$ cat config.mk
export PLATFORM = sky130hd
export DESIGN_NAME = pc_sequencer
export DESIGN_NICKNAME = d
export VERILOG_FILES = /design/src/rtl/pc_sequencer.sv
export SDC_FILE = /design/constraint.sdc
export NUM_CORES = 1
export LEC_CHECK = 0
export CAP_MARGIN = 20
export CORE_AREA = 2 2 121 99
export DETAILED_ROUTE_END_ITERATION = 8
export DIE_AREA = 0 0 123 101
export GPL_TIMING_DRIVEN = 0
export HOLD_SLACK_MARGIN = 0.06
export MAX_ROUTING_LAYER = met4
export PLACE_DENSITY = 0.85
export SLEW_MARGIN = 20
export SYNTH_ARGS = -nofsm -noshare
export SYNTH_HDL_FRONTEND = slang
export SYNTH_SLANG_ARGS = --single-unit
$ cat constraint.sdc
create_clock -name clk -period 5.9 [get_ports clk]
set_input_delay 1.18 -clock clk [delete_from_list [all_inputs] [get_ports clk]]
set_output_delay 1.18 -clock clk [all_outputs]
set_load 0.02 [all_outputs]
$ cat src/rtl/pc_sequencer.sv
// rtl/pc_sequencer.sv - PC fetch/hold/update sequencer with next-PC arbitration; fetch watchdog under PCSEQ_TIMEOUT_EN
module pc_sequencer #(
    parameter logic [31:0] RESET_PC    = 32'h00400020,
    parameter logic [31:0] EXC_VEC     = 32'h80000180,
    parameter int          WAIT_CYCLES = 2,
    parameter int          TIMEOUT     = 16
) (
    input  logic        clk,
    input  logic        reset,
    input  logic [31:0] pc,
    input  logic        imem_ready,
    input  logic        stall,
    input  logic        branch_taken,
    input  logic [15:0] branch_imm,
    input  logic        jump,
    input  logic [25:0] jump_idx,
    input  logic        jr,
    input  logic [31:0] jr_target,
    input  logic        exc,
    output logic        imem_req,
    output logic        pc_en,
    output logic [31:0] pc_next,
    output logic [31:0] epc,
    output logic        fetch_err
);

    typedef enum logic [1:0] {FETCH, HOLD, UPDATE} state_t;

    // One counter serves both the HOLD wait and the FETCH watchdog, so size it for the larger.
    localparam int CNT_MAX = (WAIT_CYCLES > TIMEOUT) ? WAIT_CYCLES : TIMEOUT;
    localparam int CW      = (CNT_MAX > 1) ? $clog2(CNT_MAX) : 1;
    localparam logic [CW-1:0] WAIT_LAST = CW'(WAIT_CYCLES - 1);

    state_t        state;
    logic [CW-1:0] cnt;
    logic          exc_pend;
    logic          take_exc;
    logic [31:0]   pc4;
    logic [31:0]   target;

    always_comb begin
        pc4      = pc + 32'd4;
        take_exc = exc | exc_pend;
        target   = pc4;
        if (take_exc)
            target = EXC_VEC;
        else if (jr)
            target = jr_target;
        else if (jump)
            target = {pc4[31:28], jump_idx, 2'b00};
        else if (branch_taken)
            target = pc4 + {{14{branch_imm[15]}}, branch_imm, 2'b00};
    end

    always_ff @(posedge clk) begin
        if (reset) begin
            state     <= FETCH;
            imem_req  <= 1'b1;
            pc_en     <= 1'b0;
            pc_next   <= RESET_PC;
            epc       <= 32'd0;
            fetch_err <= 1'b0;
            cnt       <= '0;
            exc_pend  <= 1'b0;
        end else begin
            pc_en     <= 1'b0;
            fetch_err <= 1'b0;
            if (exc)
                exc_pend <= 1'b1;
            case (state)
                FETCH: begin
                    if (imem_ready) begin
                        state    <= HOLD;
                        imem_req <= 1'b0;
                        cnt      <= '0;
                    end
`ifdef PCSEQ_TIMEOUT_EN
                    else if (cnt == CW'(TIMEOUT - 1)) begin
                        fetch_err <= 1'b1;
                        pc_en     <= 1'b1;
                        pc_next   <= EXC_VEC;
                        epc       <= pc;
                        imem_req  <= 1'b0;
                        cnt       <= '0;
                        state     <= UPDATE;
                    end else begin
                        cnt <= cnt + CW'(1);
                    end
`endif
                end
                HOLD: begin
                    if (cnt != WAIT_LAST) begin
                        cnt <= cnt + CW'(1);
                    end else if (!stall) begin
                        pc_next <= target;
                        pc_en   <= 1'b1;
                        cnt     <= '0;
                        state   <= UPDATE;
                        // Clearing here overrides a same-edge exc set above: it is consumed now.
                        if (take_exc) begin
                            epc      <= pc;
                            exc_pend <= 1'b0;
                        end
                    end
                end
                UPDATE: begin
                    state    <= FETCH;
                    imem_req <= 1'b1;
                end
                default: begin
                    state    <= FETCH;
                    imem_req <= 1'b1;
                end
            endcase
        end
    end

endmodule

==> impl_metrics.csv, run 1 <==
group,metric,value,unit
clock_network,cts_buffers,9,
route,routed_via_density,5.811,
pwr,cellLeakagePower,2.948,nW
route,drc,0,
floorplan,io_pins,181,
global_route,grt_pass1_wl,29.83,mm
job,cap_violations,0,
critical_path,end_kind,"flop",
synth,synth_mux_area_frac,0.01278,
finish,antennaDiodeCount,0,
critical_path,ff2ff_path_depth,10,
synth,synthSimpleGateAreaFrac,0.2373,
synth,syn_area,5484,µm²
timing,finalHoldViolCount,0,
critical_path,start_kind,"input pin",
global_route,met2_usage,0.4709,
clock_network,cts_tree,"built",
timing,rsz0062_at_grt,"false",
floorplan,placementRows,35,
timing,max_clock_freq,180.7,MHz
route,vias,6235,
clock_network,clockRootBuffer,"clkbuf_16",
synth,synth_edf_count,0,
synth,synth_compound_area_frac,0.2813,
critical_path,worstPathArrival,5.73,ns
global_route,met1_usage,0.4371,
synth,synth_area_per_cell,7.492,µm²
critical_path,worstSetupPathType,"input pin to flop",
synth,synth_cells,732,
finish,layout.nets,1072,
min_path,min_from,"epc[4]",
synth,syn_nets,884,
clock_network,h-tree-depth,3,
floorplan,coreArea,11300,µm²
clock_network,numClockSinks,73,
timing,worst_slew_pin_slew,0.9495,ns
min_path,hold_class,"flop to flop",
timing,finalWorstSetupSlack,0.3670,ns
global_route,busiest_layer,"met2",
finish,drive_gt1_frac,0.04432,
timing,period_needed,5.533,ns
floorplan,dieArea,12420,µm²
route,drtIter0Drc,439,
clock_network,holdBufCountCts,0,
place,pre_cts_ws,0.1887,ns
timing,setup_tns,0,ns
critical_path,crit_required,6.10,ns
finish,syn_to_final_growth,41.20,%
place,io_buffer_count,177,
pwr,power.density,195.2,nW/µm²
critical_path,reg2reg_from,"cnt[0]",
synth,synth_seq_cells,73,
clock_network,post-cts-setup-buffers,0,
global_route,grt_pass1_vias,5833,
place,dp_hpwl,15.18,mm
global_route,grt_use_met3,0.07070,
route,routed_wl,19.23,mm
route,ant_nets,0,
outcome,run_status,"complete, no violations",
synth,async_reset_ff_frac,0,
synth,ys_seq_area_frac,0.2665,
min_path,hold_depth,2,
global_route,overflow,0,
synth,synth_top_family_by_area,"compound AO/OA/AOI/OAI gates",
synth,synth_xor_area_frac,0.07826,
pwr,ir_drop,0.1848,mV
timing,setup_viol,0,
global_route,grt_max_degree,17,
timing,whs,0.4565,ns
critical_path,critical_path.max_fanout,8,
floorplan,die-width,123,µm
place,globalplace.congestion,0.9769,
critical_path,reg2reg_slack,3.11,ns
global_route,antenna_found_initial,0,
route,first_pass_iters,5,
timing,period_share,0.9378,
clock_network,clkTransAtPathRegs,0.06,ns
route,wl_per_cell,17.92,µm
synth,yosysUniqueCellTypes,72,
global_route,grt_usage,0.3195,
min_path,min_delay_worst_endpoint,"epc[4]",
synth,synthAdderAreaFrac,0.08807,
clock_network,insertion_delay,0.34,ns
synth,ys.flop_type,"dfxtp_1",
floorplan,initial_utilization,0.4854,
timing,fin_skew,0.006985,ns
synth,ys_warn_count,0,
timing,slew_headroom,0.3506,
floorplan,die_h,101,µm
critical_path,r2r_end,"pc_next[16]",
clock_network,post_cts_resized,0,
timing,drv_slew,0,
clock_network,clk_path_buf_depth,2,
==> metal layers <==
metal / part of all wire / vias to the layer above / wire [µm]
li1: - / 3030 / -
met1: 0.45 / 2841 / 8692
met2: 0.42 / 339 / 8018
met3: 0.11 / 25 / 2187
met4: 0.017 / 0 / 329
met5: 0 / - / 0
==> cells by family (layout without fill, tap and decap cells) <==
family,Yosys count,count (layout)
AOI/OAI and AO/OA,232,232
other,1,1
buffers and inverters,48,241
xor gates and xnor gates,49,49
and+or+nand+nor,284,284
DFF,73,73
adders and majority gates,38,38
muxes,7,7
==> cell usage in the layout, fill, tap and decap left out, types with 4 or more instances in the layout <==
master           netlist  routed
nand2b_1               7       7
nand3_1               26      26
mux2i_1                7       7
nand2_1              126     126
dfxtp_1               73      73
a211o_1                4       4
buf_2                  4       4
buf_1                  4       4
o21a_1                 6       6
clkbuf_1              27      27
a21oi_1               78      78
and2_1                 5       5
clkdlybuf4s50_1        0     177
ha_1                  37      37
xor2_1                19      19
nand4_1               13      13
nor3_1                 8       8
and3_1                 9       9
a31oi_1                4       4
clkbuf_16              0       9
a21o_1                17      17
o21ai_1                5       5
xnor2_1               30      30
o21ai_0               39      39
nor2b_1                9       9
inv_1                  9       9
a22oi_1               12      12
nor2_1                63      63
and4_1                 6       6
a211oi_1              13      13
o211ai_1               4       4
==> area by class of cell <==
| cell class | count | area [µm²] |
|---|---|---|
| Clock buffer | 9 | 225.2 |
| Timing Repair Buffer | 177 | 1772 |
| Buffer | 37 | 151.4 |
| Fill cell | 980 | 3555 |
| Clock inverter | 7 | 77.57 |
| Multi-Input combinational cell | 611 | 3830 |
| Inverter | 11 | 41.29 |
| Sequential cell | 73 | 1461 |
| Tap cell | 148 | 185.2 |
==> through the flow <==
stage          power [W]  area [µm²]  instances  utilization
3_5_place_dp   0.0009433        7441       1057       0.6586
3_3_place_gp   0.0009403        7441       1057       0.6586
6_report        0.001512        7744       1073       0.6854
4_1_cts         0.001505        7744       1073       0.6854
2_1_floorplan  0.0007684        5484        732            -
5_1_grt         0.001572        7744       1073       0.6854
==> worst max path at each step <==
stage,startpoint,to,slack [ns],depth (start not counted)
CTS,pc[8],pc_next[31],0.53,15
detailed placement,pc[8],pc_next[31],0.19,15
finish,pc[8],pc_next[26],0.37,16
global route,pc[8],pc_next[31],0.15,15
global placement,pc[8],pc_next[31],0.22,15
floorplan,pc[11],pc_next[31],1.58,14
==> critical path, cell delays in order <==
cell,delay [ns]
clkdlybuf4s50_1,0.60
nand4_1,0.28
nor3_2,0.35
and2_1,0.29
nand2_1,0.09
xnor2_1,0.31
ha_1,0.30
buf_2,0.17
and2_1,0.20
and3_1,0.20
a211o_1,0.32
o21bai_2,0.18
a211oi_1,0.10
a41o_1,0.23
a2111oi_0,0.84
o21ai_1,0.09
==> flip-flops by register name (all words and copies together) (netlist names) <==
signal and flops:
exc_pend 1, epc 32, imem_req 1, state 2, cnt 4, pc_en 1, pc_next 32
==> cells in the mapped netlist (all sizes together), types with 7 or more instances <==
| library cell | n | area [µm²] |
|---|---|---|
| nand2 | 126 | 473.0 |
| a21oi | 80 | 407.9 |
| dfxtp | 73 | 1461 |
| nor2 | 64 | 242.7 |
| o21ai | 46 | 237.7 |
| ha | 37 | 462.9 |
| xnor2 | 30 | 262.8 |
| clkbuf | 27 | 101.4 |
| nand3 | 26 | 130.1 |
| xor2 | 19 | 166.4 |
| a21o | 17 | 127.6 |
| a211oi | 15 | 122.6 |
| nand4 | 13 | 81.33 |
| a22oi | 12 | 90.09 |
| buf | 10 | 50.04 |
| nor3 | 10 | 60.06 |
| and3 | 9 | 56.30 |
| inv | 9 | 33.78 |
| nor2b | 9 | 56.30 |
| mux2i | 7 | 70.07 |
| nand2b | 7 | 43.79 |
==> report_power, final <==
group	internal, W	switching [W]	total (W)
clock	0.000332	0.000236	0.000568
sequential	0.000502	0.00000626	0.000508
combinational	0.000197	0.000239	0.000436
total	0.00103	0.000481	0.00151
(Power assumes the default switching activity.)
==> run 2, diff against run 1 <==
Settings changed: CTS_BUF_LIST set to sky130_fd_sc_hd__clkbuf_8, CTS_CLUSTER_SIZE set to 8, RECOVER_POWER set to 25.
==> run 2 against run 1 <==
  * Setup slack gained 0.065 ns
  * Largest power group is now sequential cells
  * Worst hold slack improved by 0.0011 ns
  * Via count down 1.5%
  * First-iteration DRC count grew 13%
  * Non-clock buffer count stayed put
  * Global-route usage down 0.22 points
  * Clock power decreased by 26%
  * Critical path type unchanged
  * Highest routed layer unchanged
==> impl_metrics.csv, run 2 (synthesis gave the netlist of run 1 again) <==
group,metric,value,unit
outcome,run_status,"complete, no violations",
pwr,ir_drop,0.1285,mV
route,top_layer_used,"met4",
place,placed_area,7441,µm²
pwr,switching_share,0.3404,
finish,layout.nets,1072,
finish,syn_to_final_growth,39.22,%
place,dpl.cell_count,1057,
timing,worst_slew_pin_slew,0.9127,ns
finish,antennaDiodeCount,0,
route,first_pass_iters,5,
timing,finalHoldViolCount,0,
critical_path,r2r_end,"pc_next[16]",
timing,period_needed,5.468,ns
critical_path,critical_path.max_fanout,8,
global_route,antenna_found_initial,0,
route,routed_via_density,5.722,
timing,max_clock_freq,182.9,MHz
floorplan,coreArea,11300,µm²
clock_network,cts_buffers,9,
critical_path,reg2reg_slack,2.69,ns
clock_network,post_cts_resized,0,
clock_network,post-cts-setup-buffers,0,
place,io_buffer_count,177,
critical_path,end_kind,"flop",
global_route,grt_usage,0.3172,
route,drc,0,
timing,setup_tns,0,ns
critical_path,worstPathArrival,5.70,ns
finish,layout_commonest_cell,"clkdlybuf4s50_1",
min_path,min_delay_worst_endpoint,"epc[4]",
floorplan,placementRows,35,
min_path,hold_depth,2,
timing,setup_viol,0,
place,globalplace.congestion,0.9769,
clock_network,clkTransAtPathRegs,0.08,ns
finish,final_core_util,0.6757,
pwr,combPwrFrac,0.320,
pwr,pwr-share-seq,0.373,
floorplan,die-width,123,µm
pwr,cellLeakagePower,2.984,nW
critical_path,ff2ff_path_depth,10,
timing,slew_headroom,0.3758,
global_route,overflow,0,
route,wl_per_cell,17.75,µm
finish,final_cells,1073,
floorplan,initial_utilization,0.4854,
clock_network,cts_tree,"built",
pwr,power.density,178.1,nW/µm²
pwr,p_int,0.0008970,W
timing,fin_skew,0.01057,ns
finish,fin_area,7635,µm²
route,routed_wl,19.04,mm
critical_path,worstSetupPathType,"input pin to flop",
min_path,hold_class,"flop to flop",
timing,finalWorstSetupSlack,0.4325,ns
route,met2_length,7.834,mm
min_path,min_from,"epc[4]",
floorplan,die_h,101,µm
clock_network,h-tree-depth,3,
timing,drv_slew,0,
place,pre_cts_ws,0.1887,ns
floorplan,dieArea,12420,µm²
route,vias,6140,
global_route,grt_max_degree,17,
global_route,grt_pass1_wl,29.59,mm
critical_path,start_kind,"input pin",
clock_network,numClockSinks,73,
finish,drive_gt1_frac,0.04216,
clock_network,insertion_delay,0.37,ns
finish,fillCellCount,1000,
timing,rsz0062_at_grt,"false",
finish,top_regs,"epc (32), pc_next (32), cnt (4)",
route,ant_nets,0,
timing,period_share,0.9267,
clock_network,clk_path_buf_depth,2,
route,drtIter0Drc,495,
critical_path,crit_required,6.13,ns
job,cap_violations,0,
clock_network,holdBufCountCts,0,
pwr,power.switching,0.0004629,W
place,dp_hpwl,15.18,mm
route,wl_met1,8.905,mm
global_route,grt_pass1_vias,5794,
pwr,power_frac_clock,0.307,
clock_network,clockRootBuffer,"clkbuf_8",
critical_path,reg2reg_from,"cnt[0]",
route,wl_met3,1.960,mm
finish,final_cell_mix,"clkdlybuf4s50_1, nand2_1, a21oi_1",
floorplan,io_pins,181,
-- run 2: cell types whose count changed in the layout (fill, tap and decap cells not counted) --
cell / delta
clkdlybuf4s50_1: -27
nor4_2: -1
clkbuf_16: -9
nor4_1: +1
dlygate4sd3_1: +27
clkbuf_1: +2
clkbuf_8: +9
buf_1: -1
buf_2: -1
-- run 2: area by class of cell --
cell class,instances,area [µm²],share of cell area
Tap cell,148,185.2,0.02425
Buffer,37,150.1,0.01967
Clock buffer,9,123.9,0.01622
Sequential cell,73,1461,0.1914
Timing Repair Buffer,177,1772,0.2321
Clock inverter,7,77.57,0.01016
Inverter,11,41.29,0.005408
Multi-Input combinational cell,611,3824,0.5008
-- run 2: metal layers --
layer,vias to the layer above,global-route usage
met5,-,-
met4,0,0.09615
met3,28,0.07127
met2,293,0.4620
met1,2788,0.4370
li1,3031,-
-- run 2: worst max-delay path by stage --
stage / startpoint / to / slack, ns / cells after the start
2_1_floorplan: pc[11] / pc_next[31] / 1.58 / 14
3_3_place_gp: pc[8] / pc_next[31] / 0.22 / 15
3_5_place_dp: pc[8] / pc_next[31] / 0.19 / 15
4_1_cts: pc[8] / pc_next[31] / 0.57 / 15
5_1_grt: pc[8] / pc_next[31] / 0.19 / 15
6_report: pc[8] / pc_next[26] / 0.43 / 16
-- run 2: through the flow --
step           hold WS [ns]   power, W
3_3_place_gp         0.4361  0.0009403
6_report             0.4576   0.001360
4_1_cts              0.4621   0.001354
5_1_grt              0.4824   0.001423
3_5_place_dp         0.4477  0.0009433
2_1_floorplan        0.4844  0.0007684
-- run 2: worst max-delay path, stage by stage --
cell	delay, ns
clkdlybuf4s50_1	0.60
nand4_1	0.28
nor3_2	0.36
and2_1	0.29
nand2_1	0.09
xnor2_1	0.31
ha_1	0.30
buf_2	0.17
and2_1	0.20
and3_1	0.20
a211o_1	0.32
o21bai_2	0.18
a211oi_1	0.10
a41o_1	0.23
a2111oi_0	0.81
o21ai_1	0.09
-- run 2: power groups by stage --
stage / Sequential, W / Combinational, W / Clock, W
after floorplan: 0.000526 / 0.000243 / 0
after global placement: 0.000519 / 0.000421 / 0
after detailed placement: 0.000519 / 0.000424 / 0
after CTS: 0.000508 / 0.000427 / 0.000420
after global routing: 0.000509 / 0.000470 / 0.000443
final: 0.000508 / 0.000435 / 0.000418
==> run 3, diff against run 2 <==
Settings changed: CAP_MARGIN 20 to 10, GPL_ROUTABILITY_DRIVEN set to 0.
==> run 3 against run 2 <==
  * Non-clock buffer count is the same
  * Setup slack lost 0.090 ns
  * Clock power shrank 2%
  * Register-to-register slack lost 0.02 ns
  * Largest cell class unchanged
  * Highest routed layer unchanged
==> impl_metrics.csv, run 3 (synthesis gave the netlist of run 1 again) <==
group,metric,value,unit
outcome,run_status,"complete, no violations",
global_route,met1_usage,0.4141,
critical_path,crit_required,6.13,ns
finish,antennaDiodeCount,0,
critical_path,ff2ff_path_depth,10,
route,ant_nets,0,
critical_path,end_kind,"flop",
global_route,met2_usage,0.4696,
finish,top_regs,"epc (32), pc_next (32), cnt (4)",
floorplan,placementRows,35,
timing,drv_slew,0,
timing,max_clock_freq,180.0,MHz
finish,layout.nets,1072,
route,first_pass_iters,5,
job,cap_violations,0,
timing,setup_tns,0,ns
clock_network,insertion_delay,0.37,ns
pwr,power.density,176.8,nW/µm²
critical_path,reg2reg_from,"cnt[0]",
global_route,busiest_layer,"met2",
timing,whs,0.4541,ns
place,dp_hpwl,15.15,mm
clock_network,holdBufCountCts,0,
timing,setup_viol,0,
timing,slew_headroom,0.3060,
clock_network,clk_path_buf_depth,2,
clock_network,cts_tree,"built",
finish,drive_gt1_frac,0.04216,
critical_path,r2r_end,"pc_next[16]",
clock_network,h-tree-depth,3,
critical_path,cp-endpoint,"pc_next[26]",
global_route,grt_pass1_vias,5833,
floorplan,initial_utilization,0.4854,
finish,layout_commonest_cell,"clkdlybuf4s50_1",
pwr,cellLeakagePower,2.984,nW
route,routed_wl,19.00,mm
floorplan,die-width,123,µm
pwr,ir_drop,0.1401,mV
floorplan,io_pins,181,
finish,syn_to_final_growth,39.22,%
timing,worst_slew_pin_slew,1.015,ns
critical_path,crit_start,"pc[8]",
critical_path,reg2reg_slack,2.67,ns
global_route,grt_usage,0.3158,
timing,rsz0062_at_grt,"false",
place,io_buffer_count,177,
route,routed_via_density,5.884,
critical_path,start_kind,"input pin",
timing,finalHoldViolCount,0,
floorplan,coreArea,11300,µm²
clock_network,clkTransAtPathRegs,0.09,ns
floorplan,dieArea,12420,µm²
clock_network,clockRootBuffer,"clkbuf_8",
critical_path,worstPathArrival,5.79,ns
finish,final_cell_mix,"clkdlybuf4s50_1, nand2_1, a21oi_1",
route,drc,0,
global_route,grt_pass1_wl,29.52,mm
critical_path,critical_path.max_fanout,8,
clock_network,post_cts_resized,0,
timing,fin_skew,0.009441,ns
global_route,antenna_found_initial,0,
route,wl_per_cell,17.71,µm
pwr,p_total,0.001350,W
timing,period_needed,5.557,ns
finish,fillCellCount,994,
route,drtIter0Drc,444,
floorplan,die_h,101,µm
global_route,grt_max_degree,17,
global_route,grt_use_met3,0.08710,
clock_network,post-cts-setup-buffers,0,
timing,period_share,0.9419,
global_route,overflow,0,
critical_path,worstSetupPathType,"input pin to flop",
clock_network,numClockSinks,73,
clock_network,cts_buffers,9,
route,vias,6313,
min_path,hold_class,"flop to flop",
-- run 3: cell count changes in the layout (fill, tap and decap cells not counted), sizes merged --
cell,change
clkinv,+1
inv,-1
-- run 3: how the worst min path moves through the flow --
stage               slack [ns]  startpoint  cells after the start    endpoint
global route              0.48     epc[16]                      2     epc[16]
finish                    0.45      epc[5]                      2      epc[5]
CTS                       0.46     epc[27]                      2     epc[27]
detailed placement        0.44  pc_next[1]                      2  pc_next[1]
global placement          0.44  pc_next[1]                      2  pc_next[1]
floorplan                 0.48    state[1]                      1    state[0]
-- run 3: metrics by stage --
stage | util | worst slack [ns] | instances | instance area, µm²
after floorplan | - | 1.579 | 732 | 5484
after detailed placement | 0.6586 | 0.1235 | 1057 | 7441
after global placement | 0.6586 | 0.1913 | 1057 | 7441
after CTS | 0.6764 | 0.4988 | 1073 | 7642
after global routing | 0.6757 | 0.04062 | 1073 | 7635
final | 0.6757 | 0.3430 | 1073 | 7635
-- run 3: per-layer routing --
| layer | vias up | share of wire | wire length, µm |
|---|---|---|---|
| met5 | - | 0 | 0 |
| met3 | 36 | 0.11 | 2172 |
| met4 | 0 | 0.021 | 394 |
| li1 | 3027 | - | - |
| met1 | 2911 | 0.45 | 8463 |
| met2 | 339 | 0.42 | 7973 |
-- run 3: layout make-up --
type                            count  area, µm²  share of cell area
Multi-Input combinational cell    611       3824              0.5008
Buffer                             37      150.1             0.01967
Tap cell                          148      185.2             0.02425
Clock buffer                        9      123.9             0.01622
Inverter                           11      41.29            0.005408
Clock inverter                      7      77.57             0.01016
Sequential cell                    73       1461              0.1914
Timing Repair Buffer              177       1772              0.2321
-- run 3: worst max-delay path, cell delays in order --
cell and delay (ns):
clkdlybuf4s50_1 0.62, nand4_1 0.31, nor3_2 0.35, and2_1 0.28, nand2_1 0.09, xnor2_1 0.30
ha_1 0.29, buf_2 0.17, and2_1 0.20, and3_1 0.20, a211o_1 0.32, o21bai_2 0.17
a211oi_1 0.10, a41o_1 0.22, a2111oi_0 0.88, o21ai_1 0.11
-- run 3: power breakdown --
group / total, W / switching, W / internal [W]
clock: 0.000409 / 0.000211 / 0.000199
combinational: 0.000433 / 0.000237 / 0.000196
sequential: 0.000508 / 0.00000645 / 0.000501
